## src/rtl/bird_launch_ctrl_if.sv

```systemverilog
`default_nettype none
// ============================================================================
// Module      : bird_launch_ctrl_if
// Description : Signal bundle between the keypad/game-state logic, the bird
//               launch sequencer and the bird motion block.
//               slave  - the sequencer side (bird_launch_ctrl)
//               master - the environment driving frame, key and game inputs
//               Signals:
//                 startOfFrame  one-cycle pulse per frame
//                 launchKey     synchronized launch button level
//                 restart       level restart request (level-sensitive)
//                 levelCleared  all targets destroyed (level-sensitive)
//                 displayBird   bird-in-flight flag from the motion block
//                 showBird      launch request to the motion block
//                 birdsLeft     birds not yet consumed (4 bits)
//                 shotActive    high from launch acceptance until landing
//                 levelWin      sticky win flag
//                 gameOver      sticky loss flag
// Revision    : 1.0 - initial release
// ============================================================================
interface bird_launch_ctrl_if;
    logic       startOfFrame;
    logic       launchKey;
    logic       restart;
    logic       levelCleared;
    logic       displayBird;
    logic       showBird;
    logic [3:0] birdsLeft;
    logic       shotActive;
    logic       levelWin;
    logic       gameOver;

    modport slave (
        input  startOfFrame, launchKey, restart, levelCleared, displayBird,
        output showBird, birdsLeft, shotActive, levelWin, gameOver
    );

    modport master (
        output startOfFrame, launchKey, restart, levelCleared, displayBird,
        input  showBird, birdsLeft, shotActive, levelWin, gameOver
    );
endinterface
`default_nettype wire

```

## src/rtl/bird_launch_ctrl.sv

```systemverilog
`default_nettype none
// ============================================================================
// Module      : bird_launch_ctrl
// Description : Launch sequencer for the bird motion block. Holds the bird
//               supply for a level, turns a launch key press into a held
//               showBird request, tracks each shot until landing, enforces a
//               reload delay and declares the level won or lost.
//               Ports:
//                 clk     system clock
//                 resetN  asynchronous active-low reset
//                 bus     bird_launch_ctrl_if.slave (frame/key/game inputs,
//                         motion-block handshake, status outputs)
// Revision    : 1.0 - initial release
// ============================================================================
module bird_launch_ctrl #(
    parameter int NUM_BIRDS     = 3,
    parameter int RELOAD_FRAMES = 15,
    parameter int ARM_TIMEOUT   = 8
) (
    input  wire logic             clk,
    input  wire logic             resetN,
    bird_launch_ctrl_if.slave     bus
);

    localparam logic [3:0] c_NUM_BIRDS     = 4'(NUM_BIRDS);
    localparam logic [7:0] c_RELOAD_FRAMES = 8'(RELOAD_FRAMES);
    localparam logic [7:0] c_ARM_TIMEOUT   = 8'(ARM_TIMEOUT);

    typedef enum logic [2:0] {
        READY_ST    = 3'd0,
        ARM_ST      = 3'd1,
        FLIGHT_ST   = 3'd2,
        COOLDOWN_ST = 3'd3,
        WIN_ST      = 3'd4,
        LOSE_ST     = 3'd5
    } state_t;

    state_t     state_q,  state_d;
    logic [7:0] cnt_q,    cnt_d;
    logic [3:0] birds_q,  birds_d;
    logic       show_q,   show_d;
    logic       active_q, active_d;
    logic       win_q,    win_d;
    logic       over_q,   over_d;
    logic       key_q,    key_d;
    logic       disp_q,   disp_d;
    logic       fall_q,   fall_d;

    logic       w_launch_press;
    logic [7:0] w_cnt_dec;
    logic       w_terminal;

    always_comb begin
        // History registers follow their inputs every clock.
        key_d  = bus.launchKey;
        disp_d = bus.displayBird;
        // The landing edge is registered before the FSM acts on it, so
        // shotActive drops two clocks after displayBird falls.
        fall_d = disp_q & ~bus.displayBird;

        w_launch_press = bus.launchKey & ~key_q;
        w_cnt_dec      = (cnt_q != 8'd0) ? (cnt_q - 8'd1) : 8'd0;
        w_terminal     = (state_q == WIN_ST) || (state_q == LOSE_ST);

        state_d  = state_q;
        cnt_d    = cnt_q;
        birds_d  = birds_q;
        show_d   = show_q;
        active_d = active_q;
        win_d    = win_q;
        over_d   = over_q;

        case (state_q)
            READY_ST: begin
                if (w_launch_press && (birds_q != 4'd0)) begin
                    state_d = ARM_ST;
                    cnt_d   = c_ARM_TIMEOUT;
                    show_d  = 1'b1;
                end
            end
            ARM_ST: begin
                // Acceptance wins over a timeout pulse in the same cycle.
                if (bus.displayBird) begin
                    state_d  = FLIGHT_ST;
                    show_d   = 1'b0;
                    active_d = 1'b1;
                    if (birds_q != 4'd0) begin
                        birds_d = birds_q - 4'd1;
                    end
                end else if (bus.startOfFrame) begin
                    cnt_d = w_cnt_dec;
                    if (w_cnt_dec == 8'd0) begin
                        state_d = READY_ST;
                        show_d  = 1'b0;
                    end
                end
            end
            FLIGHT_ST: begin
                if (fall_q) begin
                    active_d = 1'b0;
                    if (birds_q == 4'd0) begin
                        state_d = LOSE_ST;
                        over_d  = 1'b1;
                    end else begin
                        state_d = COOLDOWN_ST;
                        cnt_d   = c_RELOAD_FRAMES;
                    end
                end
            end
            COOLDOWN_ST: begin
                // Key presses are simply ignored here; only the frame count
                // decides when READY_ST is re-entered.
                if (bus.startOfFrame) begin
                    cnt_d = w_cnt_dec;
                    if (w_cnt_dec == 8'd0) begin
                        state_d = READY_ST;
                    end
                end
            end
            WIN_ST: begin
                win_d = 1'b1;
                // A bird still in the air when the level was won lands here.
                if (fall_q) begin
                    active_d = 1'b0;
                end
            end
            LOSE_ST: begin
                over_d = 1'b1;
            end
            default: begin
                state_d = READY_ST;
            end
        endcase

        // Winning overrides any transition computed above, including the
        // one into LOSE_ST; the in-flight shot keeps its landing tracking.
        if (bus.levelCleared && !w_terminal) begin
            state_d  = WIN_ST;
            cnt_d    = cnt_q;
            birds_d  = birds_q;
            show_d   = 1'b0;
            active_d = active_q & ~fall_q;
            win_d    = 1'b1;
            over_d   = over_q;
        end

        if (bus.restart) begin
            state_d  = READY_ST;
            cnt_d    = 8'd0;
            birds_d  = c_NUM_BIRDS;
            show_d   = 1'b0;
            active_d = 1'b0;
            win_d    = 1'b0;
            over_d   = 1'b0;
        end
    end

    always_ff @(posedge clk or negedge resetN) begin
        if (!resetN) begin
            state_q  <= READY_ST;
            cnt_q    <= 8'd0;
            birds_q  <= c_NUM_BIRDS;
            show_q   <= 1'b0;
            active_q <= 1'b0;
            win_q    <= 1'b0;
            over_q   <= 1'b0;
            key_q    <= 1'b0;
            disp_q   <= 1'b0;
            fall_q   <= 1'b0;
        end else begin
            state_q  <= state_d;
            cnt_q    <= cnt_d;
            birds_q  <= birds_d;
            show_q   <= show_d;
            active_q <= active_d;
            win_q    <= win_d;
            over_q   <= over_d;
            key_q    <= key_d;
            disp_q   <= disp_d;
            fall_q   <= fall_d;
        end
    end

    assign bus.showBird   = show_q;
    assign bus.birdsLeft  = birds_q;
    assign bus.shotActive = active_q;
    assign bus.levelWin   = win_q;
    assign bus.gameOver   = over_q;

endmodule
`default_nettype wire

```

## src/flat_wrapper.sv

```systemverilog
// flat-port wrapper written by rule: the top's interface ports become plain ports
module bird_launch_ctrl_flat 
#(
    parameter int NUM_BIRDS     = 3,
    parameter int RELOAD_FRAMES = 15,
    parameter int ARM_TIMEOUT   = 8
)
  (clk, resetN, bus_startOfFrame, bus_launchKey, bus_restart, bus_levelCleared, bus_displayBird, bus_showBird, bus_birdsLeft, bus_shotActive, bus_levelWin, bus_gameOver);
  bird_launch_ctrl_if bus_i ();
  input  wire logic clk;
  input  wire logic resetN;
  input wire logic [$bits(bus_i.startOfFrame)-1:0] bus_startOfFrame;
  input wire logic [$bits(bus_i.launchKey)-1:0] bus_launchKey;
  input wire logic [$bits(bus_i.restart)-1:0] bus_restart;
  input wire logic [$bits(bus_i.levelCleared)-1:0] bus_levelCleared;
  input wire logic [$bits(bus_i.displayBird)-1:0] bus_displayBird;
  output wire logic [$bits(bus_i.showBird)-1:0] bus_showBird;
  output wire logic [$bits(bus_i.birdsLeft)-1:0] bus_birdsLeft;
  output wire logic [$bits(bus_i.shotActive)-1:0] bus_shotActive;
  output wire logic [$bits(bus_i.levelWin)-1:0] bus_levelWin;
  output wire logic [$bits(bus_i.gameOver)-1:0] bus_gameOver;
  assign bus_i.startOfFrame = bus_startOfFrame;
  assign bus_i.launchKey = bus_launchKey;
  assign bus_i.restart = bus_restart;
  assign bus_i.levelCleared = bus_levelCleared;
  assign bus_i.displayBird = bus_displayBird;
  assign bus_showBird = bus_i.showBird;
  assign bus_birdsLeft = bus_i.birdsLeft;
  assign bus_shotActive = bus_i.shotActive;
  assign bus_levelWin = bus_i.levelWin;
  assign bus_gameOver = bus_i.gameOver;
  bird_launch_ctrl #(.NUM_BIRDS(NUM_BIRDS), .RELOAD_FRAMES(RELOAD_FRAMES), .ARM_TIMEOUT(ARM_TIMEOUT)) u_core (.clk(clk), .resetN(resetN), .bus(bus_i));
endmodule
```

## config.mk

```make
export PLATFORM = sky130hd
export DESIGN_NAME = bird_launch_ctrl_flat
export DESIGN_NICKNAME = d
export VERILOG_FILES = /design/src/rtl/bird_launch_ctrl_if.sv /design/src/rtl/bird_launch_ctrl.sv /design/src/flat_wrapper.sv
export SDC_FILE = /design/constraint.sdc
export NUM_CORES = 1
export LEC_CHECK = 0
export BUFFER_PORTS_ARGS = -buffer_cell sky130_fd_sc_hd__buf_2
export CAP_MARGIN = 25
export CORE_MARGIN = 2
export CORE_UTILIZATION = 30
export DETAILED_ROUTE_END_ITERATION = 8
export SYNTH_ARGS = -nofsm -noshare
export SYNTH_HDL_FRONTEND = slang
export SYNTH_SLANG_ARGS = --single-unit
```

## constraint.sdc

```tcl
create_clock -name clk -period 1.85 [get_ports clk]
set_input_delay 0.185 -clock clk [delete_from_list [all_inputs] [get_ports clk]]
set_output_delay 0.185 -clock clk [all_outputs]
set_load 0.01 [all_outputs]
```

**Word level (Yosys, flattened, before mapping)**

Cells that the tools add are included.
W data, S select, Z words.

- Flip-flop bits (word level): 22
- Input port bits: 7
- Word-level logic and storage cells: 104

- $add $sub $neg: 2
- Equality and inequality tests: 18
- Mux-type cells: 43
- Bitwise gates (word level): 6
- Reduce and logical (&&, ||, !) cells: 25

Operators by type and width:

| operator | number |
|---|---|
| $mux W8 | 8 |
| $pmux W8 S4 | 1 |
| $mux W3 | 8 |
| $mux W4 | 5 |
| $mux W1 | 17 |
| $pmux W3 S5 | 1 |
| $reduce_and A4 Y1 | 3 |
| $reduce_bool A4 Y1 | 3 |
| $ne A3 B2 Y1 const B | 3 |
| $logic_not A8 Y1 | 1 |
| $ne A4 B2 Y1 const B | 2 |
| $reduce_bool A8 Y1 | 1 |
| $sub A8 B1 Y8 const B | 1 |
| $eq A3 B2 Y1 const B | 2 |
| $eq A3 B3 Y1 const B | 2 |
| $ne A3 B3 Y1 const B | 2 |
| $pmux W1 S2 | 3 |
| $reduce_and A3 Y1 | 2 |
| $reduce_and A6 Y1 | 1 |
| $reduce_bool A2 Y1 | 3 |
| $reduce_bool A3 Y1 | 2 |
| $ne A5 B3 Y1 const B | 1 |
| $ne A5 B4 Y1 const B | 1 |
| $reduce_bool A5 Y1 | 1 |
| other kinds (14) | 20 |

**Depth between registers and ports, before layout**

- Depth in word-level cells: 9
- Gate-level depth with buffers: 8
- Depth with buffers taken out: 7

**Worst setup path before layout**

No wires, ideal clock.

- Kind: flip-flop to flip-flop
- Start point: reg u_core.birds_q[0], in the netlist u_core.bus.birdsLeft[0]
- End point: reg u_core.birds_q[3], in the netlist u_core.bus.birdsLeft[3]
- Library setup time: 0.133 ns
- Data arrival time: 1.978 ns
- Slack: -0.260 ns
- Stages on the path, launching flop included: 8
- Path buffers: 0
- Clock period less this slack: 2.110 ns
- Cells stage by stage: dfstp_2 inv_1 ha_1 nor3b_1 or4_1 nor4_1 xnor2_1 nor2_1

- Cells in the longest elaborated chain, start to end: 6

Ends and longest elaborated chain:

| what | RTL line | text |
|---|---|---|
| start, declared | bird_launch_ctrl.sv:40 | `logic [3:0] birds_q, birds_d;` |
| start signal, assigned | bird_launch_ctrl.sv:162 | `birds_q <= c_NUM_BIRDS;` |
| start signal, assigned | bird_launch_ctrl.sv:173 | `birds_q <= birds_d;` |
| $sub A4 B1 Y4 | bird_launch_ctrl.sv:88 | `birds_d = birds_q - 4'd1;` |
| $mux W4 | bird_launch_ctrl.sv:87 | `if (birds_q != 4'd0) begin` |
| $mux W4 | bird_launch_ctrl.sv:83 | `if (bus.displayBird) begin` |
| $mux W4 | bird_launch_ctrl.sv:73 | `case (state_q)` |
| $mux W4 | bird_launch_ctrl.sv:137 | `if (bus.levelCleared && !w_terminal) begin` |
| $mux W4 | bird_launch_ctrl.sv:147 | `if (bus.restart) begin` |

Several ways; a longest one is shown, not always the timed one. The select of a mux whose other input is x is not followed.
A chain may end at the register's enable or synchronous reset.

**Worst setup path in the final report**

- Start point: reg u_core.cnt_q[3]
- End point: reg u_core.show_q, in the netlist u_core.bus.showBird

- Cells in the longest elaborated chain, start to end: 5

Ends and longest elaborated chain:

| what | RTL line | text |
|---|---|---|
| start, declared | bird_launch_ctrl.sv:39 | `logic [7:0] cnt_q, cnt_d;` |
| start signal, assigned | bird_launch_ctrl.sv:172 | `cnt_q <= cnt_d;` |
| $sub A8 B1 Y8 / $reduce_bool A8 Y1 (equally long branches) | bird_launch_ctrl.sv:62 | `w_cnt_dec = (cnt_q != 8'd0) ? (cnt_q - 8'd1) : 8'd0;` |
| $mux W8 * | bird_launch_ctrl.sv:62 |  |
| $logic_not A8 Y1 * | bird_launch_ctrl.sv:92 | `if (w_cnt_dec == 8'd0) begin` |
| $ne A5 B3 Y1 (no line) * | - |  |
| $reduce_and A4 Y1 (no line) * | - |  |
| end signal, assigned | bird_launch_ctrl.sv:174 | `show_q <= show_d;` |
| end, declared | bird_launch_ctrl.sv:41 | `logic show_q, show_d;` |

Every way passes the cells marked *; elsewhere a longest branch is shown, timed or not.

==> results.rst <==
.. list-table::
   :header-rows: 1

   * - Metric
     - Value
   * - H-tree levels
     - 1
   * - Gp weighted congestion
     - 0.904
   * - Standard-cell row count
     - 24
   * - Cell count after synthesis
     - ~160
   * - Flip-flop count of the largest register after layout
     - 8
   * - Total die area
     - just over 5000 µm²
   * - Iteration-0 DRC count of the detailed router
     - 151
   * - Net count of the mapped netlist
     - around 170
   * - Post-synth design cell area
     - roughly 1400 µm²
   * - Kind of cell adding the most delay to the critical path
     - simple AND/OR/NAND/NOR gates
   * - Required time at the worst-slack endpoint
     - slightly above 2 ns
   * - Number of antenna cells inserted
     - 0
   * - Most frequent cells in the layout
     - buf_4 (34), dfrtp_1 (20), buf_2 (14)
   * - Grt total ovfl
     - 0
   * - DP Wirelength
     - 2540 µm
   * - Synth unique cells
     - 45
   * - Number of flops mapped to enable cells by yosys
     - 0
   * - Hold Slack
     - approximately 0.038 ns
   * - Tcrit/Tclk final
     - 102%
   * - Antenna viol nets, final
     - 0
   * - Clock slew seen by the registers of the worst setup and hold paths
     - approximately 0.08 ns
   * - Number of cells in the finished layout apart from fillers
     - ~260
   * - Cell with the largest stage delay on the worst path
     - or4_4
   * - Average cell area after synthesis
     - approximately 8.6 µm²
   * - Number of antenna violations at the first check in global routing
     - 0
   * - First-pass GRT wire length
     - between 6000 and 7000 µm
   * - Most flop-heavy register
     - u_core.cnt_q
   * - Most common cell after layout, fill and taps aside
     - buf_4
   * - Number of maximum-capacitance violations
     - 0
   * - Overall via count from detail_route
     - around 1,300
   * - CTS buffer count
     - 3
   * - Peak supply drop
     - 0.440 mV
   * - Critical path data arrival time
     - roughly 2.1 ns
   * - Number of filler instances in the final layout
     - 423
   * - Timing-limited maximum frequency
     - approximately 0.53 GHz
   * - Number of buffer cells added on primary ports
     - 14
   * - Min cycle time layout
     - approximately 1.9 ns
   * - Skew-Pair Late Insertion Delay
     - 0.26 ns
   * - Power density relative to cell area
     - 688 nW/µm²
   * - Seq/Total Area, Yosys
     - between 40% and 50%
   * - Slew at the pin closest to its max-slew limit
     - a little over 0.5 ns
   * - Worst Skew
     - around 0.0055 ns
   * - Worst setup slack for register-to-register paths
     - -0.04 ns
   * - CTS root buf
     - clkbuf_8
   * - Area of the multi-input gates
     - 912 µm²
   * - Longest Clk Path Bufs
     - 2
   * - Cell Chain, Critical Path
     - or4_4, or3_4, a31oi_4, nand3b_1, a221oi_2
   * - Die span in x
     - 71.2 µm
   * - Initial Util
     - between 30% and 40%
   * - DIE HEIGHT
     - roughly 71 µm
   * - Pin count of the biggest net entering global routing
     - 23
   * - Run status
     - complete, but fails checks
   * - Aggregate global-route resource usage
     - between 10 and 15%
   * - Ys async rst share
     - between 90% and 100%
   * - Most frequently used flop master after synthesis
     - dfrtp_1
   * - Max-slew violations
     - 0
   * - Final hold viol count
     - 0
   * - Placed cell count
     - 250
   * - Critical path buffer and inverter count
     - 0
   * - # IOs
     - 15
   * - Vias in the first global route
     - about 1,300
   * - Post-route DRC violation count
     - 0
   * - Kind of critical path
     - register to register
   * - Synthesis Warnings
     - 0
   * - Setup violation total in the final timing report
     - 4
   * - Kind of start point of the critical path
     - register
   * - Unrepaired setup endpoints after global routing
     - true
   * - Total Nets Final
     - roughly 220
   * - Flip-flop and latch count after synthesis
     - 22
   * - Area used by sequential logic in the layout
     - roughly 550 µm²
   * - Core utilization of the finished layout
     - about 46%
   * - Slew HR
     - around 66%
   * - Kind of capture point of the worst setup path
     - register
   * - Sink count of the clock tree
     - 22
   * - Layout Area Growth over Synthesis
     - 47.4%
   * - Crit path max fanout
     - 3
   * - Static leakage
     - 0.889 nW
   * - Violations in the final reports
     - negative setup slack
   * - Total Routed Length
     - approximately 3600 µm
   * - Post-route worst setup slack
     - -0.0371 ns
   * - Vias per cell
     - slightly above 5
   * - CTS tree
     - built
   * - Share of final-layout standard cells stronger than drive strength 1
     - 43.9%
   * - Crit path largest cell delay
     - approximately 0.54 ns
   * - Type of the most critical hold path
     - input port to register
   * - Length of the first detailed-routing pass in iterations
     - 4
   * - Routed length per instance
     - roughly 14 µm
   * - Placeable core region
     - roughly 4400 µm²
## cells in the mapped netlist, types with 3 or more instances
| master | instances | area share (%) |
|---|---|---|
| o21ai_0 | 12 | 4.4 |
| nand2b_1 | 4 | 1.8 |
| nor2_1 | 17 | 4.7 |
| o22ai_1 | 5 | 2.3 |
| nand3_1 | 4 | 1.5 |
| nor3b_1 | 3 | 1.7 |
| clkbuf_1 | 4 | 1.1 |
| or4_1 | 5 | 2.8 |
| inv_1 | 12 | 3.3 |
| ha_1 | 4 | 3.7 |
| nor3_1 | 8 | 3.0 |
| a21oi_1 | 10 | 3.7 |
| nor2b_1 | 3 | 1.4 |
| dfrtp_1 | 20 | 37 |
| nand2_1 | 9 | 2.5 |
## kinds of logic after synthesis
logic type	count (synthesis)	synth area share [%]
compound gates	47	23.0
fa+ha+maj	4	3.69
xor+xnor	4	2.59
simple gates	61	24.1
flops	22	40.8
buf+inv	20	5.82
## layout make-up
type	count	share of cell area, %
multi-input combinational	116	45.7
inverter	12	2.26
timing repair buffer	51	18.4
tap	52	3.26
clock buffer	4	2.76
sequential	22	27.7
## power by group
group	switching (W)	leakage, nW	internal (W)	total (W)
Sequential	0.0000258	0.286	0.000511	0.000537
Clock	0.000158	0.0288	0.000190	0.000347
Combinational	0.000250	0.575	0.000239	0.000489
## stage by stage
step | TNS [ns] | cell area, µm² | power, W | worst slack [ns]
2_1_floorplan | -0.296 | 1410 | 0.000779 | -0.144
4_1_cts | -0.0541 | 1870 | 0.00131 | -0.0302
6_report | -0.0827 | 2000 | 0.00137 | -0.0371
3_5_place_dp | -0.637 | 1760 | 0.000943 | -0.105
5_1_grt | -0.838 | 2000 | 0.00146 | -0.103
3_3_place_gp | -0.365 | 1760 | 0.000943 | -0.0646
## routing by layer
metal | GRT usage, % | up-vias | routed length [µm]
li1 | - | 667 | -
met1 | 20.8 | 629 | 1690
met2 | 23.9 | 24 | 1730
met3 | 2.56 | 4 | 126
met4 | 3.14 | 0 | 27
met5 | 0 | - | 0
## final timing paths
check,startpoint,cells past startpoint,endpoint
max,u_core.cnt_q[3]$_DFFE_PN0P_,5,u_core.bus.showBird$_DFFE_PN0P_
min,bus_launchKey,1,u_core.key_q$_DFF_PN0_
max reg2reg,u_core.cnt_q[3]$_DFFE_PN0P_,5,u_core.bus.showBird$_DFFE_PN0P_
min reg2reg,u_core.disp_q$_DFF_PN0_,1,u_core.fall_q$_DFF_PN0_
max in group asynchronous,resetN,2,u_core.bus.birdsLeft[0]$_DFFE_PN1P_
min in group asynchronous,resetN,2,u_core.fall_q$_DFF_PN0_
## what timing repair did
action / in CTS / in global routing
gates cloned: 0 / 0
hold buffers: 1 / 0
pin swaps: 3 / 10
endpoints found under the hold margin: 20 / 0
gates resized for setup: 11 / 25
setup endpoints to repair: 13 / 14
setup buffers: 0 / 2
Power figures use the tool's default switching activity.
